`src/rtl/alu_sequencer_pkg.sv`:
```
// Shared definitions for the ALU microcode sequencer: state encoding,
// default program length and the ROM field widths.
package alu_sequencer_pkg;

    // Default program length; the last ROM word is PROG_SIZE_DEFAULT-1.
    localparam int PROG_SIZE_DEFAULT = 100;
    localparam int PROG_ADDR_BITS    = 7;

    // ROM field widths shared with the ALU program ROM.
    localparam int A_SRC_BITS       = 3;
    localparam int S_SRC_BITS       = 3;
    localparam int SHIFT_COUNT_BITS = 4;
    localparam int MOP_FLAG_BITS    = 4;
    localparam int NUM_ALU_REGS     = 8;
    localparam int FASRC_BITS       = 3;
    localparam int TAG_BITS         = 3;

    typedef enum logic {
        IDLE = 1'b0,
        RUN  = 1'b1
    } seq_state_t;

    // One microinstruction as it travels from the ROM into the execute stage.
    typedef struct packed {
        logic [A_SRC_BITS-1:0]       a_src;
        logic [S_SRC_BITS-1:0]       s_src;
        logic [SHIFT_COUNT_BITS-1:0] shift;
        logic [MOP_FLAG_BITS-1:0]    flags;
        logic [NUM_ALU_REGS-1:0]     dmask;
        logic [FASRC_BITS-1:0]       fasrc;
        logic [TAG_BITS-1:0]         tag;
    } ex_fields_t;

endpackage

```
`src/rtl/alu_ex_reg.sv`:
```
// Execute-stage register bank: loads an issued ROM word, holds it while
// stalled, and turns into an all-zero NOP whenever nothing is issued.
module alu_ex_reg
    import alu_sequencer_pkg::*;
(
    input  logic       clk,
    input  logic       reset,
    input  logic       flush_i,
    input  logic       hold_i,
    input  logic       issue_i,
    input  logic       last_i,
    input  ex_fields_t fields_i,
    output ex_fields_t fields_o,
    output logic       valid_o,
    output logic       last_o
);

    ex_fields_t fields_q, fields_d;
    logic       valid_q, valid_d;
    logic       last_q, last_d;

    // Next-state: flush beats hold, hold beats load, otherwise insert a NOP.
    always_comb begin
        // NOTE: every output gets a default before any branch, so no path can leave one unassigned and infer a latch.
        fields_d = fields_q;
        valid_d  = valid_q;
        last_d   = last_q;
        if (flush_i) begin
            fields_d = '0;
            valid_d  = 1'b0;
            last_d   = 1'b0;
        end else if (!hold_i) begin
            if (issue_i) begin
                fields_d = fields_i;
                valid_d  = 1'b1;
                last_d   = last_i;
            end else begin
                // Zero flags and dmask mean the datapath writes no register.
                fields_d = '0;
                valid_d  = 1'b0;
                last_d   = 1'b0;
            end
        end
    end

    // Execute-stage registers with asynchronous reset to a NOP.
    always_ff @(posedge clk or posedge reset) begin
        if (reset) begin
            fields_q <= '0;
            valid_q  <= 1'b0;
            last_q   <= 1'b0;
        end else begin
            // NOTE: non-blocking updates so all registers sample pre-edge values together.
            fields_q <= fields_d;
            valid_q  <= valid_d;
            last_q   <= last_d;
        end
    end

    assign fields_o = fields_q;
    assign valid_o  = valid_q;
    assign last_o   = last_q;

endmodule

```
`src/rtl/alu_sequencer.sv`:
```
// Microcode sequencer: walks ROM addresses 0..PROG_SIZE-1 once per start
// request, queues one further run, supports stall and abort, and feeds the
// execute stage.
module alu_sequencer
    import alu_sequencer_pkg::*;
#(
    parameter int PROG_SIZE = PROG_SIZE_DEFAULT,
    parameter int AW        = PROG_ADDR_BITS
) (
    input  logic                        clk,
    input  logic                        reset,
    input  logic                        start,
    input  logic                        stall,
    input  logic                        abort,
    output logic [AW-1:0]               addr,
    input  logic [A_SRC_BITS-1:0]       rom_a_src,
    input  logic [S_SRC_BITS-1:0]       rom_s_src,
    input  logic [SHIFT_COUNT_BITS-1:0] rom_shift,
    input  logic [MOP_FLAG_BITS-1:0]    rom_flags,
    input  logic [NUM_ALU_REGS-1:0]     rom_dmask,
    input  logic [FASRC_BITS-1:0]       rom_fasrc,
    input  logic [TAG_BITS-1:0]         rom_tag,
    output logic [A_SRC_BITS-1:0]       ex_a_src,
    output logic [S_SRC_BITS-1:0]       ex_s_src,
    output logic [SHIFT_COUNT_BITS-1:0] ex_shift,
    output logic [MOP_FLAG_BITS-1:0]    ex_flags,
    output logic [NUM_ALU_REGS-1:0]     ex_dmask,
    output logic [FASRC_BITS-1:0]       ex_fasrc,
    output logic [TAG_BITS-1:0]         ex_tag,
    output logic                        ex_valid,
    output logic                        ex_fire,
    output logic                        ex_last,
    output logic                        done,
    output logic                        busy
);

    localparam logic [AW-1:0] LAST_PC = AW'(PROG_SIZE - 1);

    seq_state_t    state_q, state_d;
    logic [AW-1:0] pc_q, pc_d;
    logic          pending_q, pending_d;
    logic          go;
    logic          issue;
    ex_fields_t    rom_fields;
    ex_fields_t    ex_fields;

    // A run may begin from a latched request or from start in this very cycle.
    assign go    = pending_q | start;
    assign issue = (state_q == RUN);

    // Sequencer next-state: abort wins, stall freezes, the last word either
    // wraps into a queued run or returns to IDLE.
    always_comb begin
        state_d   = state_q;
        pc_d      = pc_q;
        pending_d = pending_q | start;
        if (abort) begin
            state_d   = IDLE;
            pc_d      = '0;
            pending_d = 1'b0;
        end else if (!stall) begin
            unique case (state_q)
                IDLE: begin
                    if (go) begin
                        state_d   = RUN;
                        pc_d      = '0;
                        pending_d = 1'b0;
                    end
                end
                RUN: begin
                    if (pc_q == LAST_PC) begin
                        pc_d      = '0;
                        pending_d = 1'b0;
                        if (!go) begin
                            state_d = IDLE;
                        end
                    end else begin
                        pc_d = pc_q + AW'(1);
                    end
                end
                default: begin
                    state_d = IDLE;
                end
            endcase
        end
    end

    // State, program counter and pending-request register.
    always_ff @(posedge clk or posedge reset) begin
        if (reset) begin
            state_q   <= IDLE;
            pc_q      <= '0;
            pending_q <= 1'b0;
        end else begin
            state_q   <= state_d;
            pc_q      <= pc_d;
            pending_q <= pending_d;
        end
    end

    assign rom_fields.a_src = rom_a_src;
    assign rom_fields.s_src = rom_s_src;
    assign rom_fields.shift = rom_shift;
    assign rom_fields.flags = rom_flags;
    assign rom_fields.dmask = rom_dmask;
    assign rom_fields.fasrc = rom_fasrc;
    assign rom_fields.tag   = rom_tag;

    alu_ex_reg u_ex_reg (
        .clk      (clk),
        .reset    (reset),
        .flush_i  (abort),
        .hold_i   (stall),
        .issue_i  (issue),
        .last_i   (pc_q == LAST_PC),
        .fields_i (rom_fields),
        .fields_o (ex_fields),
        .valid_o  (ex_valid),
        .last_o   (ex_last)
    );

    assign addr     = pc_q;
    assign ex_a_src = ex_fields.a_src;
    assign ex_s_src = ex_fields.s_src;
    assign ex_shift = ex_fields.shift;
    assign ex_flags = ex_fields.flags;
    assign ex_dmask = ex_fields.dmask;
    assign ex_fasrc = ex_fields.fasrc;
    assign ex_tag   = ex_fields.tag;
    assign ex_fire  = ex_valid & ~stall;
    assign done     = ex_fire & ex_last;
    assign busy     = (state_q == RUN) | ex_valid;

endmodule

```
`config.mk`:
```
export PLATFORM = sky130hd
export DESIGN_NAME = alu_sequencer
export DESIGN_NICKNAME = d
export VERILOG_FILES = /design/src/rtl/alu_sequencer_pkg.sv /design/src/rtl/alu_ex_reg.sv /design/src/rtl/alu_sequencer.sv
export SDC_FILE = /design/constraint.sdc
export NUM_CORES = 1
export LEC_CHECK = 0
export CAP_MARGIN = 30
export CORE_MARGIN = 3
export CORE_UTILIZATION = 65
export CTS_CLUSTER_DIAMETER = 30
export DETAILED_ROUTE_END_ITERATION = 10
export DONT_BUFFER_PORTS = 1
export PLACE_DENSITY = 0.77
export RECOVER_POWER = 50
export SYNTH_ARGS = -nofsm -noshare
export SYNTH_HDL_FRONTEND = slang
export SYNTH_SLANG_ARGS = --single-unit
```
`constraint.sdc`:
```
create_clock -name clk -period 2.15 [get_ports clk]
set_input_delay 0.215 -clock clk [delete_from_list [all_inputs] [get_ports clk]]
set_output_delay 0.215 -clock clk [all_outputs]
set_load 0.05 [all_outputs]
```
### Word-level counts from Yosys, hierarchy flattened

Index checks and enable logic that the tools add are counted.

* reduce and logical (&&, ||, !) cells: 1
* equality and inequality tests: 3
* multiplexer cells: 23
* bitwise operators: 6
* add/subtract/negate cells: 1

Operator list (number)
* $mux 28: 3
* $mux 7: 4
* $pmux 7 s2: 1
* $mux 1: 13
* $add 7x1->7 const B: 1
* $eq 7x7->1 const B: 1
* $pmux 1 s2: 2
* $ne 3x3->1 const B: 1
* $and 1x1->1: 2
* $ne 2x1->1 const B: 1
* $not 1->1: 2
* $or 1x1->1: 2
* $reduce_and 2->1: 1

* register bits after elaboration: 39
* word-level logic and storage cells: 46
* output and inout bits: 40
* input port bits: 33

### Longest topological paths before layout

Gate-level depths: netlist of the first run.

* depth in word-level cells: 6
* mapped depth: 5
* mapped depth without buffers: 5

### Cells and area by module

Synthesis of the first run repeated with hierarchy kept, for this count alone.

* cells, all modules: 160
* area total of the unflattened synthesis: 1789.2 um^2

Modules (own cells, without submodules)
* alu_ex_reg: cells each 108, times used 1, sequential area each 750.7 um^2, area each 1267.5 um^2
* alu_sequencer: cells each 52, times used 1, sequential area each 225.2 um^2, area each 521.8 um^2

### Worst setup path before layout of the first run

OpenSTA, ideal clock, no wires.

* path type: flip-flop to output port
* start point: register u_ex_reg.valid_q (netlist: u_ex_reg.valid_o)
* end point: output done
* path slack: -0.044 ns
* stages on the path, launching flop included: 3
* path buffers: 0
* arrival time: 1.979 ns
* data required time: 1.935 ns
* path through: dfrtp_1 -> nor2b_1 -> and2_1

* word-level cells in the longest chain between the ends: 2

RTL lines
* from (decl): line alu_ex_reg.sv:19 `logic valid_q, valid_d;`
* from (signal assigned): line alu_ex_reg.sv:55 `valid_q <= valid_d;`
* $and 1x1->1: line alu_sequencer.sv:130 `assign ex_fire = ex_valid & ~stall;`
* named net ex_fire: line alu_sequencer.sv:31 `output logic ex_fire,`
* $and 1x1->1: line alu_sequencer.sv:131 `assign done = ex_fire & ex_last;`
* to (decl): line alu_sequencer.sv:33 `output logic done,`

The timed path passes the listed nets, and every way through them passes these cells.

### Worst setup path in the final report of the first run

* start point: register u_ex_reg.valid_q (netlist: u_ex_reg.valid_o)
* end point: output done

* word-level cells in the longest chain between the ends: 2

RTL lines (line)
* $and 1x1->1: alu_sequencer.sv:130
* $and 1x1->1: alu_sequencer.sv:131

Every way passes these cells.

==> results.ini, run 1 <==
[outcome]
status = complete, but fails checks
violations = negative hold slack

[clocking]
cts_resized = 0
cts_max_path_buffers = 2
cts_tree = done
insertion_delay_ns = 0.35
postCtsHoldBufs = 11
cts_buffers = 5
clkSinkCount = 39
post-cts-setup-buffers = 0
cts-root-buf = clkbuf_4
cts.reportedPaths.clkPinSlew_ns = 0.11
htree_levels = 2

[final_layout]
layout_common_cells = dfrtp_1 (39), a22o_1 (29), dlygate4sd3_1 (21)
layout_commonest_cell = dfrtp_1
postLayoutCoreUtil = 0.866
diodes = 0
syn2layout_area_growth_pct = 23.9
fill_cells = 114
num-nets-final = 193
drive_above_1_share = 0.144

[synth]
synth_xor_area_frac = 0
yosys.area_share.simple = 0.119
synth_top_family_by_area = compound AO/OA/AOI/OAI gates
synth_edf_count = 0
synth_fa_ha_area_frac = 0.00794
async_flop_share = 1.00
syn_inst = 127
synth-compound-area-share = 0.226
syn_area_um2 = 1580
ys_types = 32
synth_nets = 161
yosysWarningCount = 0
synthMuxAreaShare = 0
ys_ff_latch = 39
syn_avg_cell_area_um2 = 12.4
ys.flop_type = dfrtp_1
ys_seq_area_frac = 0.620

[job]
maxCapViolations = 0

[global_routing]
grt_pass1_vias = 1204
antenna_found_initial = 0
gr-total-overflow = 0
grt_pass1_wl_um = 5940
grt_max_degree = 40
groute.usage.overall = 0.250

[critical_path]
cp_max_fo = 4
worstSetupStartpoint = u_ex_reg.valid_o
r2r-start = addr[1]
cp.arrival_ns = 1.58
worstPathRequired_ns = 1.93
crit_path_end_kind = output port
criticalPathCategory = reg -> out
cp-start-kind = register
reg2reg_to = addr[5]
reg2reg_depth = 5
r2r_slack_ns = 0.37

[die]
rows = 17
die_area_um2 = 3050
pin_count = 73
start_util = 0.699
die_h_um = 55.2
fp.dieW_um = 55.2
core_area_um2 = 2250

[hold_path]
hold_path_class = in -> reg
min_to = u_ex_reg.fields_o[15]
hold_depth = 1
hp-start = rom_flags[1]

[drt]
vias = 1220
drcViolationCount = 0
routed_wl_um = 3910
drt_iter0_markers = 58
drt_pass1_iterations = 4
antenna_left = 0
wl_per_cell_um = 20.8
avgViaCountPerCell = 6.49

[timing]
fin_worst_skew_ns = 0.0202
tightest_slew_ns = 0.916
slew_viol_final = 0
setup_violations = 0
hold_ws_ns = -0.00512
max-slew-margin-rel = 0.389
tns_ns = 0
rsz0062_at_grt = no
finalHoldViolCount = 1
clock.fmax_mhz = 558
finalCritPeriodShare = 0.834
period_needed_ns = 1.79

[placement]
portBuffers = 0
place_congestion = 0.846
hpwl_um = 2420

[power]
design_power_total_mw = 1.47
pwr_density_cell_nw_per_um2 = 754
p_leak_nw = 0.910
ir_worst_vdd_uv = 788

## final cells by class
class                           count  area, um^2  share of cell area
Clock buffer                        6        51.3              0.0263
Sequential cell                    39         976               0.500
Clock inverter                      2        35.0              0.0179
Timing Repair Buffer               32         284               0.146
Multi-Input combinational cell     79         563               0.288
Inverter                            2        7.51             0.00385
Tap cell                           28        35.0              0.0179
## synth_stat cells, types with 2 or more instances
master,count,area share
nor2_1,7,0.017
o21ai_0,2,0.0064
o31ai_1,2,0.0095
buf_2,2,0.0064
dfrtp_1,39,0.62
nand2_1,10,0.024
a21oi_1,3,0.0095
o21ai_1,2,0.0064
inv_1,2,0.0048
nor3_1,3,0.0095
nand2b_1,2,0.0079
nand3_1,2,0.0064
a22o_1,29,0.16
clkbuf_1,4,0.0095
## routing by layer
metal / part of all wire / global-route usage / vias up
met5: 0 / 0 / -
met4: 0.011 / 0.0625 / 0
met3: 0.090 / 0.103 / 4
met2: 0.53 / 0.424 / 71
met1: 0.37 / 0.296 / 612
li1: - / - / 533
## power breakdown
group	total [mW]	internal (mW)	switching, mW
sequential	0.832	0.753	0.0788
clock	0.508	0.275	0.234
combinational	0.131	0.0564	0.0743
total	1.47	1.08	0.387
## flip-flops by register name, summed over array words and instances (netlist names)
signal             flops
addr                   7
issue                  1
pending_q              1
u_ex_reg.fields_o     28
u_ex_reg.last_o        1
u_ex_reg.valid_o       1
## kinds of logic (layout without fill, tap and decap cells)
kind of cell / Yosys count / in the layout
AO/OA/AOI/OAI: 43 / 43
buffers and inverters: 9 / 42
flip-flops: 39 / 39
AND/OR/NAND/NOR: 35 / 35
adder cells (fa/ha/maj): 1 / 1
## critical path: stages, from the launching register on
cell	delay, ns
dfrtp_1	0.67
nor2b_2	0.25
and2_1	0.13
buf_4	0.20
## metrics by stage
step           worst slack, ns  std cells  instance area, um^2  hold slack [ns]
6_report                 0.357        188                 1950         -0.00512
4_1_cts                  0.350        178                 1870         0.000852
5_1_grt                  0.235        188                 1950          -0.0143
3_3_place_gp             0.604        159                 1680            0.232
2_1_floorplan            0.214        127                 1580            0.288
3_5_place_dp             0.526        159                 1680            0.242
## worst max-delay path by stage
stage,depth (start not counted),to
6_report,3,done
2_1_floorplan,2,done
5_1_grt,5,addr[5]
3_5_place_dp,3,addr[1]
4_1_cts,3,done
3_3_place_gp,3,addr[1]
No activity file was read; power rests on OpenSTA's default activity.
==> run 2: changes to the inputs <==
Settings changed: CORE_UTILIZATION 65 to 55, PLACE_DENSITY 0.77 to 0.69.
Clock period 2.15 ns to 1.55 ns, I/O delays scaled along.
==> run 2 against run 1 <==
Compared with the run above:
- the flow now finishes without violations
- global-route usage increased by 0.39 points
- sequential cell count unchanged
- utilization decreased by 6.7 points
- clock skew decreased by 0.0091 ns
- critical path type is now reg -> reg
==> results.ini, run 2 (synthesis gave the netlist of run 1 again) <==
[timing]
setup_violations = 0  ; unchanged
slew_viol_final = 0  ; unchanged
rsz0062_at_grt = no
max-slew-margin-rel = 0.390  ; about the same
finalHoldViolCount = 0  ; -1
fin_worst_skew_ns = 0.0111  ; -0.00911 ns
tns_ns = 0  ; unchanged
layout_setup_ws_ns = 0.0958  ; -0.262 ns
period_needed_ns = 1.45
hold_ws_ns = 0.00521  ; +0.0103 ns
finalCritPeriodShare = 0.938
tightest_slew_ns = 0.916  ; -0.000489 ns
clock.fmax_mhz = 688

[clocking]
cts_buffers = 5  ; unchanged
cts.reportedPaths.clkPinSlew_ns = 0.11  ; about the same
cts-root-buf = clkbuf_4
insertion_delay_ns = 0.35  ; about the same
cts_tree = done
post-cts-setup-buffers = 0  ; unchanged
cts_max_path_buffers = 2  ; unchanged
htree_levels = 2  ; unchanged
clkSinkCount = 39  ; unchanged

[critical_path]
criticalPathCategory = reg -> reg
cp_slowest_stage_delay_ns = 0.43  ; -0.24 ns
cp_max_fo = 7  ; +3
crit_slowest_cell = dfrtp_1
cp-start-kind = register
cp.arrival_ns = 1.75  ; +0.17 ns
worstPathRequired_ns = 1.85  ; -0.08 ns
crit_chain = or3_4 > a21oi_4 > o21bai_1 > a22o_1
crit_path_end_kind = register

[placement]
dp_cells = 165  ; +3.8%
hpwl_um = 2350  ; -2.7%
portBuffers = 0  ; unchanged
placed_cell_area_um2 = 1720  ; +2.8%
place_congestion = 0.825  ; -2.4%
place_ws_ns = 0.127  ; -0.399 ns

[die]
die_h_um = 59.5  ; +7.8%
rows = 18  ; +1
fp.dieW_um = 59.5  ; +7.8%
core_area_um2 = 2590  ; +15%
pin_count = 73  ; unchanged
start_util = 0.608  ; -0.0905
die_area_um2 = 3540  ; +16%

[power]
design_power_total_mw = 1.85  ; +26%
p_comb_frac = 0.116  ; +0.027
p_clk_frac = 0.262  ; -0.084
p_switching_uw = 527  ; +36%
p_seq_frac = 0.622  ; +0.056
pwr_density_cell_nw_per_um2 = 893  ; +19%
swShare = 0.285  ; +0.0219
internal_power_mw = 1.32  ; +22%
p_leak_nw = 0.953  ; +4.7%
ir_worst_vdd_uv = 932  ; +18%

[final_layout]
fin_area_um2 = 2070  ; +6.0%
largest_reg_flops = 28  ; unchanged
postLayoutCoreUtil = 0.799  ; -0.0672
layout_commonest_cell = dfrtp_1
layout_common_cells = dfrtp_1 (32), dlygate4sd3_1 (31), a22o_1 (29)
num-nets-final = 207  ; +7.3%
syn2layout_area_growth_pct = 31.3
finalNonFillerCells = 204  ; +8.5%
drive_above_1_share = 0.207  ; +0.0631
diodes = 0  ; unchanged

[hold_path]
hold_path_class = in -> reg

[drt]
drt_iter0_markers = 82  ; +41%
antenna_left = 0  ; unchanged
avgViaCountPerCell = 6.23  ; -4.0%
drt_pass1_iterations = 4  ; unchanged
vias = 1271  ; +4.2%
drcViolationCount = 0  ; unchanged
routed_wl_um = 3920  ; +0.18%
wl_per_cell_um = 19.2  ; -7.7%

[global_routing]
groute.usage.overall = 0.254  ; +0.00388
grt_pass1_vias = 1311  ; +8.9%
antenna_found_initial = 0  ; unchanged
grt_pass1_wl_um = 6500  ; +9.4%
grt_max_degree = 40  ; unchanged
gr-total-overflow = 0  ; unchanged

[job]
maxCapViolations = 0  ; unchanged

[outcome]
status = completed

## run 2: cell types whose count changed in the layout (fill, tap and decap cells not counted), moves of 2 or more
cell	delta
buf_4	+7
clkbuf_1	-2
clkbuf_2	+2
dfrtp_1	-7
dfrtp_2	+7
dlygate4sd3_1	+10
nor2b_2	-2
## run 2: routing by layer
layer,share of wire,GRT usage
met1,0.39,0.310
met2,0.52,0.415
met3,0.079,0.0719
met4,0.016,0.120
met5,0,0
## run 2: cell type report
| type | instances | area, um^2 |
|---|---|---|
| clock buffer | 7 | 45.0 |
| fill | 159 | 522 |
| sequential | 39 | 985 |
| timing repair buffer | 46 | 412 |
| tap | 30 | 37.5 |
| multi-input combinational | 79 | 577 |
| inverter | 2 | 7.51 |
| clock inverter | 1 | 5.00 |
## run 2: worst paths after layout
| kind | from | to | slack (ns) | cells after the start |
|---|---|---|---|---|
| max in group asynchronous | reset | addr[1] | 0.37 | 3 |
| min reg2reg | u_ex_reg.valid_o | u_ex_reg.valid_o | 0.54 | 2 |
| max reg2reg | issue | addr[5] | 0.1 | 4 |
| max | issue | addr[5] | 0.1 | 4 |
| min in group asynchronous | reset | addr[5] | 0.54 | 3 |
| min | stall | issue | 0.005 | 2 |
## run 2: what timing repair did
item / 4_1_cts / 5_1_grt
hold buffers: 31 / 0
endpoints found under the hold margin: 74 / 0
endpoints found under the setup margin: 1 / 0
resized for setup: 1 / 0
## run 2: worst max-delay path: cells and delay by family, from the launching register on
kind             cells  cell delay (ns)
AND/OR/NAND/NOR      1             0.41
AO/OA/AOI/OAI        3             0.56
flip-flops           1             0.43
## run 2: power by group through the flow
stage / registers, mW / logic [mW] / clock network, mW
after floorplan: 1.17 / 0.106 / 0
after global placement: 1.17 / 0.143 / 0
after detailed placement: 1.17 / 0.149 / 0
after CTS: 1.15 / 0.215 / 0.502
after global routing: 1.15 / 0.236 / 0.545
final: 1.15 / 0.215 / 0.484
